===== config.mk =====
export PLATFORM = sky130hd
export DESIGN_NAME = mem_responder
export DESIGN_NICKNAME = d
export VERILOG_FILES = /design/src/rtl/mem_responder.sv
export SDC_FILE = /design/constraint.sdc
export NUM_CORES = 2
export LEC_CHECK = 0
export ABC_AREA = 1
export ABC_CLOCK_PERIOD_IN_PS = 7600
export BUFFER_PORTS_ARGS = -buffer_cell sky130_fd_sc_hd__clkbuf_2
export CORE_ASPECT_RATIO = 1.75
export CORE_UTILIZATION = 37
export CTS_CLUSTER_DIAMETER = 120
export DETAILED_ROUTE_END_ITERATION = 6
export GPL_TIMING_DRIVEN = 1
export PLACE_DENSITY = 0.56
export REMOVE_ABC_BUFFERS = 1
export SETUP_SLACK_MARGIN = 0.1
export SYNTH_ARGS = -nofsm -noshare
export SYNTH_HDL_FRONTEND = slang
export SYNTH_SLANG_ARGS = --single-unit

===== constraint.sdc =====
create_clock -name clk -period 7.6 [get_ports clk]
set_input_delay 2.28 -clock clk [delete_from_list [all_inputs] [get_ports clk]]
set_output_delay 2.28 -clock clk [all_outputs]
set_load 0.05 [all_outputs]

===== src/rtl/mem_responder.sv =====
// Single-port word memory with a fixed-latency req/ack handshake.
// Define MEMRESP_ALIGN_CHECK_EN to flag misaligned accesses with err.
`timescale 1ns/1ps
module mem_responder #(
  parameter int DEPTH   = 64,
  parameter int LATENCY = 2
) (
  input  logic        clk,
  input  logic        reset,
  input  logic        req,
  input  logic        we,
  input  logic [31:0] addr,
  input  logic [31:0] wdata,
  output logic        ack,
  output logic [31:0] rdata,
  output logic        busy,
  output logic        err
);

  localparam int AW = $clog2(DEPTH);

  localparam logic [1:0] ST_IDLE = 2'd0;
  localparam logic [1:0] ST_WAIT = 2'd1;
  localparam logic [1:0] ST_RESP = 2'd2;

  logic [1:0]  state_q, state_d;
  logic [3:0]  cnt_q, cnt_d;
  logic        we_q;
  logic [31:0] addr_q, wdata_q;
  logic        ack_q, ack_d;
  logic        err_q, err_d;
  logic [31:0] rdata_q, rdata_d;
  logic        enter_resp;

  logic [31:0] mem_q [DEPTH];

  // With LATENCY=1 the array is accessed on the capture edge itself,
  // so the live request fields are used while still in IDLE.
  logic          acc_live;
  logic          acc_we;
  logic [31:0]   acc_addr, acc_wdata;
  logic [AW-1:0] acc_idx;
  logic          acc_bad, cap_bad;

  assign acc_live  = (state_q == ST_IDLE);
  assign acc_we    = acc_live ? we    : we_q;
  assign acc_addr  = acc_live ? addr  : addr_q;
  assign acc_wdata = acc_live ? wdata : wdata_q;
  assign acc_idx   = acc_addr[AW+1:2];

`ifdef MEMRESP_ALIGN_CHECK_EN
  assign acc_bad = (acc_addr[1:0] != 2'b00);
  assign cap_bad = (addr_q[1:0] != 2'b00);
`else
  assign acc_bad = 1'b0;
  assign cap_bad = 1'b0;
`endif

  logic unused_addr_bits;
  assign unused_addr_bits = ^{acc_addr[31:AW+2], acc_addr[1:0], addr_q[1:0]};

  // NOTE: every variable is given a default first so no path leaves it unassigned (no latch).
  always_comb begin
    state_d    = state_q;
    cnt_d      = cnt_q;
    enter_resp = 1'b0;
    case (state_q)
      ST_IDLE: begin
        if (req) begin
          cnt_d = 4'(LATENCY - 1);
          if (LATENCY > 1) begin
            state_d = ST_WAIT;
          end else begin
            state_d    = ST_RESP;
            enter_resp = 1'b1;
          end
        end
      end
      ST_WAIT: begin
        cnt_d = cnt_q - 4'd1;
        if (cnt_q == 4'd1) begin
          state_d    = ST_RESP;
          enter_resp = 1'b1;
        end
      end
      ST_RESP: state_d = ST_IDLE;
      default: state_d = ST_IDLE;
    endcase
  end

  always_comb begin
    rdata_d = rdata_q;
    if (enter_resp && !acc_we) begin
      rdata_d = acc_bad ? 32'h0 : mem_q[acc_idx];
    end
    ack_d = (state_q == ST_RESP);
    err_d = (state_q == ST_RESP) && cap_bad;
  end

  // NOTE: sequential state uses non-blocking assignments so all flops update together.
  always_ff @(posedge clk or posedge reset) begin
    if (reset) begin
      state_q <= ST_IDLE;
      cnt_q   <= 4'd0;
      we_q    <= 1'b0;
      addr_q  <= 32'h0;
      wdata_q <= 32'h0;
      ack_q   <= 1'b0;
      err_q   <= 1'b0;
      rdata_q <= 32'h0;
    end else begin
      state_q <= state_d;
      cnt_q   <= cnt_d;
      ack_q   <= ack_d;
      err_q   <= err_d;
      rdata_q <= rdata_d;
      if (state_q == ST_IDLE && req) begin
        we_q    <= we;
        addr_q  <= addr;
        wdata_q <= wdata;
      end
    end
  end

  // NOTE: the array has no reset so it maps onto RAM; reset only gates the write.
  always_ff @(posedge clk) begin
    if (!reset && enter_resp && acc_we && !acc_bad) begin
      mem_q[acc_idx] <= acc_wdata;
    end
  end

  assign ack   = ack_q;
  assign rdata = rdata_q;
  assign busy  = (state_q != ST_IDLE);
  assign err   = err_q;

endmodule


==> flow_metrics.env <==
export IMPL_nNetsFinal=8947
export IMPL_crit_chain="clkbuf_2, nand2_1, o21ai_1, inv_1, nor4_4, nand3_1, buf_4, nor2_4, buf_4"
export IMPL_die_h_um=659
export IMPL_via_count=63029
export IMPL_internal_power_mw=24.5
export IMPL_grt_pass1_vias=60384
export IMPL_start_kind="input pin"
export IMPL_cp_max_fo=23
export IMPL_fin_crit_ns=5.22
export IMPL_status="complete, no violations"
export IMPL_tightest_slew_ns=1.37
export IMPL_synth_seq_cells=2126
export IMPL_cts_htree_levels=4
export IMPL_routed_wl_mm=289
export IMPL_utilization_pct=41.4
export IMPL_insertion_delay_ns=0.85
export IMPL_rrSetupSlack_ns=2.76
export IMPL_cpMostUsedCell="buf_4"
export IMPL_synth_area_leaders="edfxtp_1 67%, nand2_1 21%, nand3_1 4.2%"
export IMPL_pwr_share_comb_pct=45.1
export IMPL_root_buffer="clkbuf_16"
export IMPL_clock_sinks=2126
export IMPL_grt_pass1_wl_mm=418
export IMPL_setup_viol=0
export IMPL_power_density_nw_per_um2=445
export IMPL_max_freq_mhz=192
export IMPL_postSynthAreaPerCell_um2=10.2
export IMPL_cts_setup_buffers=0
export IMPL_synth_top_cell_by_area="edfxtp_1"
export IMPL_crit_buf_inv=4
export IMPL_endpoint_kind="flop"
export IMPL_gp_congestion=0.903
export IMPL_clockBufferDepth=4
export IMPL_synthCells=8943
export IMPL_p_sw_mw=20.5
export IMPL_synthTopCellsByCount="5,094 x nand2_1, 2,048 x edfxtp_1, 765 x nand3_1"
export IMPL_r2r_cells=17
export IMPL_critPathKind="in2reg"
export IMPL_post_cts_resized=0
export IMPL_arrival_ns=5.76
export IMPL_irDropWorstVdd_uv=860
export IMPL_cts_hold_buf=0
export IMPL_cp_depth=9
export IMPL_fill_cells=23255
export IMPL_slew_viol_final=0
export IMPL_first_pass_iters=6
export IMPL_seq_area_um2=63500
export IMPL_p_sw_share_pct=45.6
export IMPL_async_flop_share_pct=3.67
export IMPL_avgViaCountPerCell=5.13
export IMPL_worst_path_largest_cell_delay_ns=0.87
export IMPL_drt_antenna_violating_nets=0
export IMPL_initial_core_util_pct=37.3
export IMPL_max_cap_violations=0
export IMPL_ys_warn_count=0
export IMPL_final_layout_size_suffix_gt1_share_pct=7.47
export IMPL_hold_viol_final=0
export IMPL_synthDistinctLibCells=35
export IMPL_startpoint="we"
export IMPL_multi_input_area_um2=25400
export IMPL_io_buffers=75
export IMPL_track_usage_pct=23.0
export IMPL_grt_ovfl_total=0
export IMPL_wl_per_cell_um=23.5
export IMPL_syn2layout_area_growth_pct=11.0
export IMPL_drc=0
export IMPL_antenna_found_initial=14
export IMPL_reg2reg_from="state_q[1]"
export IMPL_tns_ns=0
export IMPL_path_delay_family="simple AND/OR/NAND/NOR gates"
export IMPL_slowest_stage="nor4_4"
export IMPL_drtIter0Drc=5770
export IMPL_leakagePower_nw=41.4
export IMPL_synth_edff_count=2048
export IMPL_die_width_um=377
export IMPL_slew_headroom_pct=8.27
export IMPL_grt_setup_unrepaired="no"
export IMPL_skew_ns=0.0380
export IMPL_seq_area_frac_synth_pct=69.6
export IMPL_row_count=240
export IMPL_required_ns=8.14
export IMPL_clockPowerShare_pct=20.4
export IMPL_syn_area_um2=91200
export IMPL_r2r_end="rdata[9]"
export IMPL_timing_final_crit_share_pct=68.7
export IMPL_path_clk_slew_ns=0.07
export IMPL_grt_max_degree=153
export IMPL_cts_tree="done"
export IMPL_synth_top_area_share_pct=67.4
export IMPL_synth_ff_type="edfxtp_1"
export IMPL_crit_end="mem_q[26][26]"
export IMPL_seq_power_share_pct=34.5
export IMPL_hpwl_mm=162
export IMPL_cts_made_buffers=188
export IMPL_coreArea_um2=245000
export IMPL_yosysMostFrequentCell="nand2_1"
export IMPL_dieArea_um2=249000
export IMPL_hp_class="reg2reg"
export IMPL_ioPinCount=103
logic make-up after synthesis:
group / Yosys count / synth area share (%)
AOI/OAI and AO/OA: 96 / 0.571
and+or+nand+nor: 6049 / 26.2
xor gates and xnor gates: 1 / 0.00961
adders and majority gates: 2 / 0.0274
other: 1 / 0.00411
buffers and inverters: 667 / 3.64
muxes: 1 / 0.0110
DFF: 2126 / 69.6
tightest hold or removal path: cells and delay by family (launching register included):
kind,cells,cell delay [ns]
AO/OA/AOI/OAI,1,0.06
AND/OR/NAND/NOR,1,0.05
flip-flops,1,0.34
final cells by class:
type | count | share of cell area [%]
multi-input combinational | 6150 | 25.1
timing repair buffer | 262 | 2.01
sequential | 2126 | 62.7
antenna | 5 | 0.0124
clock buffer | 255 | 5.10
tap | 3267 | 4.04
inverter | 149 | 0.559
clock inverter | 78 | 0.486
state kept, by name, summed over array words and instances (netlist names):
name,cells
mem_q,2048
ack,1
we_q,1
state_q,2
rdata,32
cnt_q,4
wdata_q,32
addr_q,6
how the worst min path moves through the flow:
stage / startpoint / to / slack [ns] / cells after the start
global route: wdata_q[23] / wdata_q[23] / 0.51 / 2
CTS: wdata_q[18] / wdata_q[18] / 0.49 / 2
detailed placement: wdata_q[23] / wdata_q[23] / 0.47 / 2
floorplan: state_q[0] / ack / 0.44 / 1
finish: wdata_q[1] / wdata_q[1] / 0.48 / 2
global placement: cnt_q[3] / cnt_q[3] / 0.46 / 1
layout by cell type (no fill, tap or decap), types with 2 or more instances in the layout:
cell type  synthesis  routed
buf_12             0      20
clkbuf_16          0     193
nand2_4            2       4
edfxtp_1        2048    2048
inv_2              3       3
nand2_2            5       2
nand2_8            0       6
nand3_1          765     765
bufinv_16          0       5
nand2_1         5094    5089
inv_6              0       2
inv_1            144     143
dfrtp_1           78      78
nand3_2            2       2
nor2_1           137      75
o21ai_1            3       2
clkinv_1           0      30
nor3_4             2       6
nor2_2             4       3
or2_2             30      30
a21oi_1            9       9
o211ai_1           4       4
clkbuf_2           0      75
nor3_2             4       2
nor2_4             0      63
o21ai_0           74      42
o21ai_4            2      35
clkbuf_8           0      10
inv_4              2       2
clkbuf_1          79      52
buf_4             51     167
diode_2            0       5
ha_1               2       2
clkinv_2           0      40
o22ai_1            2       2
through the flow:
step	cells	worst slack, ns	hold WS (ns)	power, mW	area, um2
floorplan	8425	-11.60	0.442	28.9	88400
global placement	11954	1.64	0.463	35.8	95500
detailed placement	11954	1.63	0.473	36.0	95500
CTS	12287	2.51	0.490	45.1	101000
global route	12289	2.39	0.507	47.2	101000
finish	12292	2.38	0.484	45.0	101000
metal layers:
metal / share of wire, % / global-route usage, % / up-vias
met5: 0.0093 / 0 / -
met4: 7.5 / 15.7 / 4
met3: 6.3 / 2.74 / 583
met2: 49 / 39.0 / 2343
met1: 37 / 27.1 / 30881
li1: - / - / 29218
power by group through the flow:
stage / Sequential (mW) / Combinational [mW] / Clock (mW)
detailed placement: 15.8 / 20.2 / 0
CTS: 15.5 / 20.3 / 9.33
global route: 15.5 / 21.9 / 9.69
finish: 15.5 / 20.3 / 9.20
global placement: 15.8 / 20.0 / 0
floorplan: 16.3 / 12.6 / 0
(Power assumes the default switching activity.)
